File: config.mk
export PLATFORM = sky130hd
export DESIGN_NAME = sevenseg_scan_ctrl
export DESIGN_NICKNAME = d
export VERILOG_FILES = /design/src/rtl/sevenseg_scan_ctrl_pkg.sv /design/src/rtl/sevenseg_scan_ctrl_hex_decode.sv /design/src/rtl/sevenseg_scan_ctrl.sv
export SDC_FILE = /design/constraint.sdc
export NUM_CORES = 1
export LEC_CHECK = 0
export ABC_AREA = 1
export CAP_MARGIN = 30
export CORE_MARGIN = 5
export CORE_UTILIZATION = 55
export DETAILED_ROUTE_END_ITERATION = 8
export GPL_ROUTABILITY_DRIVEN = 0
export HOLD_SLACK_MARGIN = 0.06
export PLACE_DENSITY = 0.77
export SETUP_SLACK_MARGIN = 0.2
export SYNTH_ARGS = -nofsm -noshare
export SYNTH_HDL_FRONTEND = slang
export SYNTH_SLANG_ARGS = --single-unit
File: constraint.sdc
create_clock -name CLK -period 2.3 [get_ports CLK]
set_input_delay 0.46 -clock CLK [delete_from_list [all_inputs] [get_ports CLK]]
set_output_delay 0.46 -clock CLK [all_outputs]
set_load 0.01 [all_outputs]
File: src/rtl/sevenseg_scan_ctrl_pkg.sv
// sevenseg_scan_ctrl_pkg: segment patterns and output polarity helper for the scan controller
package sevenseg_scan_ctrl_pkg;
  localparam logic [6:0] SEG_BLANK = 7'h00;
  localparam logic [16*7-1:0] SEG_TABLE = {
    7'h71, 7'h79, 7'h5E, 7'h39, 7'h7C, 7'h77, 7'h6F, 7'h7F,
    7'h07, 7'h7D, 7'h6D, 7'h66, 7'h4F, 7'h5B, 7'h06, 7'h3F
  };
  function automatic logic [7:0] drive8(input logic [7:0] v, input bit active_low);
    return active_low ? ~v : v;
  endfunction
endpackage

File: src/rtl/sevenseg_scan_ctrl_hex_decode.sv
// seg7_hex_decode: hex nibble to active-high gfedcba segment pattern
module seg7_hex_decode
  import sevenseg_scan_ctrl_pkg::*;
(
  input  logic [3:0] nibble,
  output logic [6:0] seg
);
  assign seg = SEG_TABLE[int'(nibble)*7 +: 7];
endmodule

File: src/rtl/sevenseg_scan_ctrl.sv
// sevenseg_scan_ctrl: multiplexed N-digit seven-segment scanner with frame buffering, LZ blanking and PWM
module sevenseg_scan_ctrl
  import sevenseg_scan_ctrl_pkg::*;
#(
  parameter int NUM_DIGITS = 8,
  parameter int SCAN_DIV   = 100000,
  parameter int BRIGHT_W   = 3,
  parameter bit ACTIVE_LOW = 1
) (
  input  logic                    CLK,
  input  logic                    RST,
  input  logic                    load,
  input  logic [4*NUM_DIGITS-1:0] data,
  input  logic [NUM_DIGITS-1:0]   dp_in,
  input  logic [NUM_DIGITS-1:0]   en_mask,
  input  logic                    blank_lz,
  input  logic [BRIGHT_W-1:0]     bright,
  output logic [NUM_DIGITS-1:0]   AN,
  output logic [7:0]              Ca,
  output logic                    frame_done
);
  localparam int IW = NUM_DIGITS > 1 ? $clog2(NUM_DIGITS) : 1;
  localparam int SW = $clog2(SCAN_DIV);
  localparam logic [SW-1:0] SLOT_LAST = SW'(SCAN_DIV - 1);
  localparam logic [IW-1:0] IDX_LAST = IW'(NUM_DIGITS - 1);
  localparam logic [NUM_DIGITS-1:0] AN_OFF = ACTIVE_LOW ? '1 : '0;
  localparam logic [7:0] CA_OFF = ACTIVE_LOW ? 8'hFF : 8'h00;
  logic [SW-1:0] slot_cnt;
  logic [IW-1:0] idx;
  logic [BRIGHT_W-1:0] pwm_cnt;
  logic [NUM_DIGITS-1:0][3:0] shadow_data;
  logic [NUM_DIGITS-1:0][3:0] frame_data;
  logic [NUM_DIGITS-1:0] shadow_dp;
  logic [NUM_DIGITS-1:0] frame_dp;
  logic [NUM_DIGITS-1:0] lz_blank;
  logic [NUM_DIGITS-1:0] an_next;
  logic lz_en;
  logic upper_zero;
  logic slot_tick;
  logic wrap;
  logic [6:0] seg_hex;
  logic [7:0] ca_next;
  assign slot_tick = slot_cnt == SLOT_LAST;
  assign wrap = slot_tick && idx == IDX_LAST;
  // Walk down from the top digit; a digit blanks while everything above it is still zero.
  always_comb begin
    lz_blank = '0;
    upper_zero = 1'b1;
    for (int k = NUM_DIGITS - 1; k > 0; k--) begin
      upper_zero = upper_zero && frame_data[k] == 4'h0;
      lz_blank[k] = lz_en && upper_zero;
    end
  end
  seg7_hex_decode u_dec (
    .nibble(frame_data[idx]),
    .seg   (seg_hex)
  );
  assign ca_next = {frame_dp[idx], lz_blank[idx] ? SEG_BLANK : seg_hex};
  assign an_next = (en_mask[idx] && pwm_cnt <= bright) ? NUM_DIGITS'(1) << idx : '0;
  always_ff @(posedge CLK) begin
    if (RST) begin
      slot_cnt <= '0;
      idx <= '0;
      pwm_cnt <= '0;
      shadow_data <= '0;
      shadow_dp <= '0;
      frame_data <= '0;
      frame_dp <= '0;
      lz_en <= 1'b0;
      frame_done <= 1'b0;
      AN <= AN_OFF;
      Ca <= CA_OFF;
    end else begin
      slot_cnt <= slot_tick ? '0 : slot_cnt + 1'b1;
      if (slot_tick) idx <= wrap ? '0 : idx + 1'b1;
      pwm_cnt <= pwm_cnt + 1'b1;
      if (load) begin
        shadow_data <= data;
        shadow_dp <= dp_in;
      end
      if (wrap) begin
        frame_data <= shadow_data;
        frame_dp <= shadow_dp;
        lz_en <= blank_lz;
      end
      frame_done <= wrap;
      AN <= ACTIVE_LOW ? ~an_next : an_next;
      Ca <= drive8(ca_next, ACTIVE_LOW);
    end
  end
endmodule

==> flow_summary.yaml <==
run_status:
  outcome: "finished clean"
clocking:
  cts.htree.levels: 4
  cts_hold_buf: 0
  cts_tree: "built"
  numCtsBuffers: 17
  path_clk_slew_ns: 0.06
  cts.sinks: 121
  cts_root_buffer: "clkbuf_8"
  cts_max_path_buffers: 2
  clock_latency_ns: 0.52
pwr:
  leakage_nw: 2.977
  finalPower_mw: 4.871
  powerDensity_nw_per_um2: 720.5
  peakVddDrop_mv: 0.4031
synth:
  ys_types: 31
  synth-seq-cells: 121
  syn_area_sq_um: 5443
  synth.avg_cell_area_sq_um: 7.124
  synthCells: 764
  yosysWarnings: 0
  seq_area_frac_synth_pct: 44.51
  synthesis.nets: 836
min_path:
  hold_path.class: "reg -> reg"
layout:
  syn2layout_area_growth_pct: 24.23
  finalInstanceArea_sq_um: 6761
  antenna_cells: 0
  final_common_cell: "nor2_1"
  final_cell_count_no_fill: 975
  drive_gt1_share_pct: 8.195
  nNetsFinal: 902
  layout_common_cells: "nor2_1 (190), dfxtp_1 (120), nand2_1 (115)"
timing:
  setup_tns_ns: 0
  worst_slack_ns: 0.3551
  maxSlewViolCount: 0
  skew_ns: 0.008267
  fmax_ghz: 0.5142
  min_period_ns: 1.945
  rsz0062_at_grt: "false"
  fin_crit_sh_pct: 84.56
  worst_pin_slew_ns: 0.4711
  maxSlewHeadroom_pct: 68.59
  final_hold_viol_count: 0
  setup_viol: 0
place:
  numPortBuffers: 71
  place_area_sq_um: 6193
  dp_cells: 942
  hpwl_microns: 8522
  dpl_worst_slack_ns: 0.1459
floorplanning:
  pin_count: 72
  core-area_sq_um: 9729
  initial_utilization_pct: 55.94
  die_h_microns: 109.5
  row_count: 36
  die-area_sq_um: 11980
  die_x_microns: 109.5
worst_setup_path:
  crit_path_start_kind: "flip-flop"
  crit_arrival_ns: 2.34
  critPathSlowestCell: "dfxtp_1"
  crit_buf_inv: 2
  setup.worst_path.end_class: "flip-flop"
  max_stage_delay_ns: 0.49
  path_class: "reg -> reg"
  critPathMaxFanout: 22
  required_ns: 2.69
  crit_path_cell_trace: "buf_6, nand2_1, nand3_1, nand2_1, nand2_1, nand2_1, ha_1, inv_1, nand3_1, nand3_1, nand3_1"
  path_delay_family: "simple AND/OR/NAND/NOR gates"
global_route:
  antenna_found_initial: 0
  grt_start_max_net_pins: 47
  track_usage_pct: 22.31
  grt_remaining_overflow: 0
  grt_pass1_vias: 4718
  grt_pass1_wl_microns: 21350
route:
  wl_per_cell_microns: 12.74
  first_pass_iters: 5
  wirelength_microns: 12420
  drt_drc_violations_left: 0
  routed_via_density: 5.058
  drtIter0Drc: 296
  ant_nets: 0
  via_count: 4932
flow_run:
  drv_cap: 0
worst paths after layout:
check             start          to  slack (ns)  cells after the start
max              idx[0]       Ca[6]        0.36                     11
min          pwm_cnt[0]  pwm_cnt[0]        0.44                      1
max reg2reg      idx[0]       Ca[6]        0.36                     11
min reg2reg  pwm_cnt[0]  pwm_cnt[0]        0.44                      1
state kept, by name, indices dropped and copies added (netlist names), 3 cells and up:
name and count:
frame_data 32, shadow_data 32, frame_dp 8, idx 3
AN 8, pwm_cnt 3, slot_cnt 17, Ca 8
shadow_dp 8
per-stage QoR:
step | hold slack [ns] | utilization, %
global route | 0.4796 | 69.50
detailed placement | 0.4333 | 63.66
finish | 0.4447 | 69.50
CTS | 0.4468 | 69.23
global placement | 0.4290 | 63.66
floorplan | 0.4154 | -
cell type report:
type / count / area, sq um
inverters: 65 / 250.2
flip-flops and latches: 121 / 2424
clock inverters: 14 / 127.6
multi-input cells: 542 / 2562
fillers: 829 / 2968
repair buffers: 83 / 817.0
well taps: 133 / 166.4
clock buffers: 17 / 414.1
cells by family (layout without fill, tap and decap cells):
kind of cell             count (synthesis)  count (layout)  share of synthesized area [%]
AND/OR/NAND/NOR                        418             418                          32.99
AO/OA/AOI/OAI                          103             103                          9.494
buffers and inverters                  101             179                          8.460
flip-flops                             121             121                          44.51
adder cells (fa/ha/maj)                 17              17                          3.908
XOR/XNOR                                 4               4                         0.6438
timing repair:
item,4_1_cts,5_1_grt
resized for setup,0,4
setup endpoints to repair,0,7
buffers inserted,0,2
worst register-to-register path, stage by stage (launching register included):
cell and delay (ns):
dfxtp_1 0.49, buf_6 0.25, nand2_1 0.09, nand3_1 0.11, nand2_1 0.06, nand2_1 0.06
nand2_1 0.12, ha_1 0.26, inv_1 0.08, nand3_1 0.10, nand3_1 0.12, nand3_1 0.08
Yosys cell counts:
| library cell | number | area share, % |
|---|---|---|
| nand2_4 | 1 | 0.21 |
| o21ai_1 | 23 | 2.1 |
| nor2_8 | 1 | 0.37 |
| nor3b_1 | 1 | 0.14 |
| o22ai_1 | 1 | 0.12 |
| inv_1 | 61 | 4.2 |
| buf_2 | 9 | 0.83 |
| inv_4 | 1 | 0.12 |
| or2_0 | 2 | 0.23 |
| ha_1 | 17 | 3.9 |
| xor2_1 | 2 | 0.32 |
| a21oi_1 | 13 | 1.2 |
| dfxtp_1 | 121 | 45 |
| nand4_1 | 13 | 1.5 |
| xnor2_1 | 2 | 0.32 |
| nand3_1 | 64 | 5.9 |
| clkinv_1 | 1 | 0.069 |
| buf_6 | 8 | 1.7 |
| clkbuf_1 | 17 | 1.2 |
| nand3b_1 | 3 | 0.41 |
| nor2_1 | 190 | 13 |
| nor3_1 | 9 | 0.83 |
| nor3_2 | 1 | 0.18 |
| nor2_2 | 11 | 1.3 |
| nor2_4 | 2 | 0.41 |
| o21ai_0 | 66 | 6.1 |
| inv_2 | 2 | 0.14 |
| nand2_1 | 116 | 8.0 |
| buf_4 | 2 | 0.28 |
| or2_2 | 1 | 0.12 |
| nand2_2 | 3 | 0.34 |
report_power, final:
| part | total, mW | switching (mW) | internal, mW |
|---|---|---|---|
| registers | 2.20 | 0.0347 | 2.16 |
| clock network | 2.40 | 0.977 | 1.43 |
| logic | 0.272 | 0.126 | 0.146 |
| total | 4.87 | 1.14 | 3.73 |
per-layer routing:
metal | vias up | GRT usage (%) | part of all wire (%) | wire (microns)
met4 | 0 | 8.727 | 2.0 | 251
met2 | 146 | 35.31 | 45 | 5631
li1 | 2567 | - | - | -
met5 | - | 0 | 0 | 0
met1 | 2198 | 29.34 | 47 | 5865
met3 | 21 | 5.520 | 5.4 | 669
No activity file was read; power rests on OpenSTA's default activity.
